`config.mk`:
```
export PLATFORM = sky130hd
export DESIGN_NAME = fix_to_single
export DESIGN_NICKNAME = d
export VERILOG_FILES = /design/src/rtl/fix_to_single_pkg.sv /design/src/rtl/fix_to_single_pack.sv /design/src/rtl/fix_to_single.sv
export SDC_FILE = /design/constraint.sdc
export NUM_CORES = 1
export LEC_CHECK = 0
export BUFFER_PORTS_ARGS = -buffer_cell sky130_fd_sc_hd__buf_2
export CORE_MARGIN = 2
export CORE_UTILIZATION = 58
export DETAILED_ROUTE_END_ITERATION = 10
export PLACE_DENSITY = 0.84
export SLEW_MARGIN = 10
export SYNTH_ARGS = -nofsm -noshare
export SYNTH_HDL_FRONTEND = slang
export SYNTH_HIERARCHICAL = 1
export SYNTH_SLANG_ARGS = --single-unit
```
`constraint.sdc`:
```
create_clock -name clk -period 4.15 [get_ports clk]
set_clock_uncertainty 0.2 [all_clocks]
set_input_delay 0.83 -clock clk [delete_from_list [all_inputs] [get_ports clk]]
set_output_delay 0.83 -clock clk [all_outputs]
set_load 0.01 [all_outputs]
```
`src/rtl/fix_to_single_pkg.sv`:
```
// Shared IEEE-754 single-precision constants and converter state encoding
// used by the fixed-to-single return path.
package fix_to_single_pkg;

  localparam int FP32_BIAS   = 127;
  localparam int FP32_EXP_W  = 8;
  localparam int FP32_MANT_W = 23;

  typedef enum logic [1:0] {
    S_IDLE = 2'd0,
    S_NORM = 2'd1,
    S_PACK = 2'd2,
    S_DONE = 2'd3
  } state_t;

  function automatic logic [31:0] fp32_join(
    input logic                   sign_f,
    input logic [FP32_EXP_W-1:0]  exp_f,
    input logic [FP32_MANT_W-1:0] mant_f
  );
    return {sign_f, exp_f, mant_f};
  endfunction

endpackage

```
`src/rtl/fix_to_single_pack.sv`:
```
// Combinational packer: normalised magnitude plus shift count -> IEEE-754 word.
// A zero magnitude always produces +0.0.
module fix_to_single_pack
  import fix_to_single_pkg::*;
#(
  parameter int INT_WIDTH   = 12,
  parameter int FRACT_WIDTH = 4,
  localparam int W          = INT_WIDTH + FRACT_WIDTH,
  localparam int CW         = $clog2(W) + 1
) (
  input  logic          sign,
  input  logic [CW-1:0] count,
  input  logic [W-1:0]  mag,
  output logic [31:0]   single
);

  // Exponent of an un-shifted word whose MSB is set.
  localparam logic [FP32_EXP_W-1:0] EXP_TOP = FP32_EXP_W'(FP32_BIAS + INT_WIDTH - 1);

  logic [FP32_EXP_W-1:0]  exp_s;
  logic [FP32_MANT_W-1:0] mant_s;

  assign exp_s = EXP_TOP - {{(FP32_EXP_W-CW){1'b0}}, count};

  // Hidden bit dropped; wide words lose their low bits (round toward zero).
  generate
    if (W - 1 >= FP32_MANT_W) begin : g_trunc
      assign mant_s = mag[W-2 -: FP32_MANT_W];
    end else begin : g_fill
      assign mant_s = {mag[W-2:0], {(FP32_MANT_W-W+1){1'b0}}};
    end
  endgenerate

  assign single = (mag == {W{1'b0}}) ? 32'h0000_0000 : fp32_join(sign, exp_s, mant_s);

endmodule

```
`src/rtl/fix_to_single.sv`:
```
// Iterative fixed-point (Q INT_WIDTH.FRACT_WIDTH) to IEEE-754 single converter,
// normalising one bit per cycle behind valid/ready handshakes.
module fix_to_single
  import fix_to_single_pkg::*;
#(
  parameter int  INT_WIDTH   = 12,
  parameter int  FRACT_WIDTH = 4,
  parameter bit  SIGNED      = 1'b0,
  localparam int W           = INT_WIDTH + FRACT_WIDTH
) (
  input  logic         clk,
  input  logic         rst,
  input  logic         in_valid,
  output logic         in_ready,
  input  logic [W-1:0] fixed_point,
  output logic         out_valid,
  input  logic         out_ready,
  output logic [31:0]  single
);

  localparam int CW = $clog2(W) + 1;

  generate
    if (W < 2 || W > 32) begin : g_bad_width
      $error("fix_to_single: INT_WIDTH+FRACT_WIDTH must be within 2..32");
    end
  endgenerate

  state_t        state_r, state_s;
  logic          sign_r, sign_s;
  logic [W-1:0]  mag_r, mag_s;
  logic [CW-1:0] count_r, count_s;
  logic [31:0]   single_r, single_s;
  logic          in_ready_r, out_valid_r;
  logic          is_neg_s;
  logic [W-1:0]  abs_s;
  logic [31:0]   pack_s;

  // Two's-complement negation of the most negative value is exact in W unsigned bits.
  assign is_neg_s = (SIGNED == 1'b1) && fixed_point[W-1];
  assign abs_s    = is_neg_s ? (~fixed_point + {{(W-1){1'b0}}, 1'b1}) : fixed_point;

  fix_to_single_pack #(
    .INT_WIDTH   (INT_WIDTH),
    .FRACT_WIDTH (FRACT_WIDTH)
  ) u_pack (
    .sign   (sign_r),
    .count  (count_r),
    .mag    (mag_r),
    .single (pack_s)
  );

  // Next-state and datapath update for the capture/normalise/pack/hold sequence.
  always_comb begin
    state_s  = state_r;
    sign_s   = sign_r;
    mag_s    = mag_r;
    count_s  = count_r;
    single_s = single_r;
    case (state_r)
      S_IDLE: begin
        if (in_valid) begin
          sign_s  = is_neg_s;
          mag_s   = abs_s;
          count_s = {CW{1'b0}};
          // Zero skips normalisation; the packer turns it into +0.0.
          if (abs_s == {W{1'b0}}) begin
            state_s = S_PACK;
          end else begin
            state_s = S_NORM;
          end
        end else begin
          state_s = S_IDLE;
        end
      end
      S_NORM: begin
        if (mag_r[W-1]) begin
          state_s = S_PACK;
        end else begin
          mag_s   = {mag_r[W-2:0], 1'b0};
          count_s = count_r + {{(CW-1){1'b0}}, 1'b1};
        end
      end
      S_PACK: begin
        single_s = pack_s;
        state_s  = S_DONE;
      end
      S_DONE: begin
        if (out_ready) begin
          state_s = S_IDLE;
        end else begin
          state_s = S_DONE;
        end
      end
      default: state_s = S_IDLE;
    endcase
  end

  // State and datapath registers; handshake outputs registered from the next state.
  always_ff @(posedge clk) begin
    if (rst) begin
      state_r     <= S_IDLE;
      sign_r      <= 1'b0;
      mag_r       <= {W{1'b0}};
      count_r     <= {CW{1'b0}};
      single_r    <= 32'h0000_0000;
      in_ready_r  <= 1'b1;
      out_valid_r <= 1'b0;
    end else begin
      state_r     <= state_s;
      sign_r      <= sign_s;
      mag_r       <= mag_s;
      count_r     <= count_s;
      single_r    <= single_s;
      in_ready_r  <= (state_s == S_IDLE);
      out_valid_r <= (state_s == S_DONE);
    end
  end

  assign in_ready  = in_ready_r;
  assign out_valid = out_valid_r;
  assign single    = single_r;

endmodule

```
==> impl_metrics.toml <==
[route]
drc = 0
finalWirelength_microns = 5140
vias = 2107
wl_per_cell_microns = 13.0
drtPass1Iterations = 4
ant_nets = 0
drtIter0Drc = 147
vias_per_cell = 5.33

[floorplanning]
ios = 54
fp.dieH_microns = 70.3
num_rows = 24
start_util_pct = 59.3
die-area_sq_um = 4940
core_area_sq_um = 4290
die_w_microns = 70.3

[sta]
max_freq_mhz = 429
setup-tns-final_ns = 0
fin_crit_sh_pct = 56.2
drv_slew = 0
worst_pin_slew_ns = 1.05
max_slew_margin_pct = 30.2
final-hold-violation-count = 0
rsz0062_at_grt = "no"
setup_violations = 0
layout_min_cycle_time_ns = 2.33

[clock_tree]
path_clk_slew_ns = 0.06
h-tree-depth = 3
post_cts_resized = 0
numCtsBuffers = 9
cts-root-buf = "clkbuf_8"
postCtsSetupBuffers = 0
cts_tree = "done"
insertion_delay_ns = 0.33
clock_path_buffers = 2
postCtsHoldBufs = 0
cts.sinks = 57

[cells_and_area]
drive_above_1_share_pct = 25.9
num_antenna_cells = 0
final_util_pct = 66.3
multiInputGateArea_sq_um = 1170
area_growth_pct = 11.7
fillers = 392
fin_nets = 360
register_area_sq_um = 1140

[synthesis]
syn-instance-count = 306
syn_area_sq_um = 2550
ys_types = 37
ys_seq_elements = 57
syn_avg_cell_area_sq_um = 8.32
seq_area_frac_synth_pct = 44.8
yosysWarnings = 6

[worst_setup_path]
start_kind = "flop"
cp-end-kind = "flop"
crit_path_max_fanout = 21
crit_arrival_ns = 2.39
path_class = "flop to flop"
required_ns = 4.20
r2r_slack_ns = 1.82

[placed_design]
dp_hpwl_microns = 3420
place.port_buffers = 53
globalplace.congestion = 0.872

[grt]
track_usage_pct = 22.0
grt_first_pass_wirelength_microns = 8480
grt.overflow.total = 0
antenna_found_initial = 0
grt_pass1_vias = 1909
grt_max_degree = 38

[outcome]
status = "finished clean"

[pwr]
peakVddDrop_mv = 0.223
leakage_nw = 1.12
power.density_nw_per_um2 = 455

[flow_run]
cap_violations = 0

[hold_path]
hold_class = "flop to flop"
[registers in the layout, summed over array words and instances, names as in the netlist]
| register | flops |
|---|---|
| count_r | 5 |
| in_ready | 1 |
| mag_r | 16 |
| out_valid | 1 |
| single | 32 |
| state_r | 2 |
[per-layer routing]
layer	wire length, microns	GRT usage (%)	up-vias
met3	342	8.08	10
met4	76	10.5	0
met1	2270	27.2	962
met2	2460	34.0	66
met5	0	0	-
li1	-	-	1069
[layout by cell type, fill, tap and decap left out, types with 3 or more instances in the layout]
| cell | n |
|---|---|
| xnor2_1 | 4 |
| conb_1 | 9 |
| xor2_1 | 3 |
| nor2_1 | 8 |
| clkinv_2 | 3 |
| nor3_1 | 5 |
| buf_2 | 53 |
| nand2_1 | 79 |
| nor2b_1 | 4 |
| buf_4 | 3 |
| a22oi_1 | 9 |
| a22oi_2 | 6 |
| nor4_1 | 8 |
| dfxtp_1 | 57 |
| a21oi_1 | 47 |
| a21oi_2 | 5 |
| clkbuf_8 | 11 |
[area by class of cell]
class | instances | area share, %
clock buffer | 13 | 5.58
sequential | 57 | 40.1
timing repair buffer | 56 | 10.1
tap | 52 | 2.29
multi-input combinational | 212 | 41.1
inverter | 2 | 0.264
clock inverter | 3 | 0.528
[path summary, 6_finish.rpt]
kind,startpoint,endpoint,cells past startpoint
max reg2reg,state_r[0]$_SDFF_PP0_,count_r[3]$_SDFFE_PP0P_,4
min reg2reg,single[4]$_SDFFE_PP0N_,single[4]$_SDFFE_PP0N_,2
max,state_r[0]$_SDFF_PP0_,count_r[3]$_SDFFE_PP0P_,4
min,single[4]$_SDFFE_PP0N_,single[4]$_SDFFE_PP0N_,2
[Yosys cell counts]
cell / instances / area, sq um
nor2_4: 1 / 11.3
buf_6: 3 / 33.8
or2b_1: 2 / 15.0
o21ba_1: 1 / 10.0
o22ai_1: 1 / 6.26
a21oi_1: 47 / 235
o21ai_0: 2 / 10.0
a21oi_2: 5 / 43.8
nand2b_1: 2 / 12.5
nor2_2: 2 / 12.5
o21ai_1: 1 / 5.00
buf_12: 1 / 20.0
o2111ai_2: 1 / 15.0
clkbuf_1: 24 / 90.1
nor3_2: 2 / 20.0
conb_1: 2 / 7.51
xor2_1: 3 / 26.3
inv_1: 2 / 7.51
nand4_1: 2 / 12.5
and4_1: 1 / 8.76
nor2_1: 8 / 30.0
nor3b_4: 2 / 37.5
dfxtp_1: 57 / 1140
nor2b_1: 4 / 25.0
nand2_1: 79 / 297
buf_4: 12 / 90.1
o2111ai_1: 1 / 8.76
nor4_1: 8 / 50.1
a22oi_2: 6 / 75.1
a311o_1: 1 / 10.0
nor3_1: 5 / 25.0
a22oi_1: 9 / 67.6
a31oi_1: 1 / 6.26
ha_1: 2 / 25.0
buf_2: 1 / 5.00
buf_8: 1 / 15.0
xnor2_1: 4 / 35.0
[power by group]
part           switching, W  internal, W
Sequential        0.0000416     0.000584
Combinational      0.000135    0.0000797
Clock              0.000208     0.000246
[stage by stage]
step,power [W],hold slack (ns),cells,worst slack (ns),instance area (sq um)
after detailed placement,0.000849,0.244,379,1.56,2670
after global routing,0.00137,0.265,395,1.60,2850
after CTS,0.00131,0.252,395,1.80,2850
after floorplan,0.000833,0.256,313,2.27,2570
after global placement,0.000840,0.238,379,1.63,2670
final,0.00129,0.249,395,1.82,2850
[critical path: stages (launching register included)]
cell,delay [ns]
dfxtp_1,0.58
nor3b_4,0.90
o2111ai_1,0.25
xor2_1,0.18
nor3_1,0.13
[kinds of logic after synthesis]
| logic type | synth area share [%] |
|---|---|
| buf+inv | 10.3 |
| xor+xnor | 2.41 |
| fa+ha+maj | 0.983 |
| other cells | 0.295 |
| flops | 44.8 |
| simple gates | 21.9 |
| compound gates | 19.4 |
(Power assumes the default switching activity.)
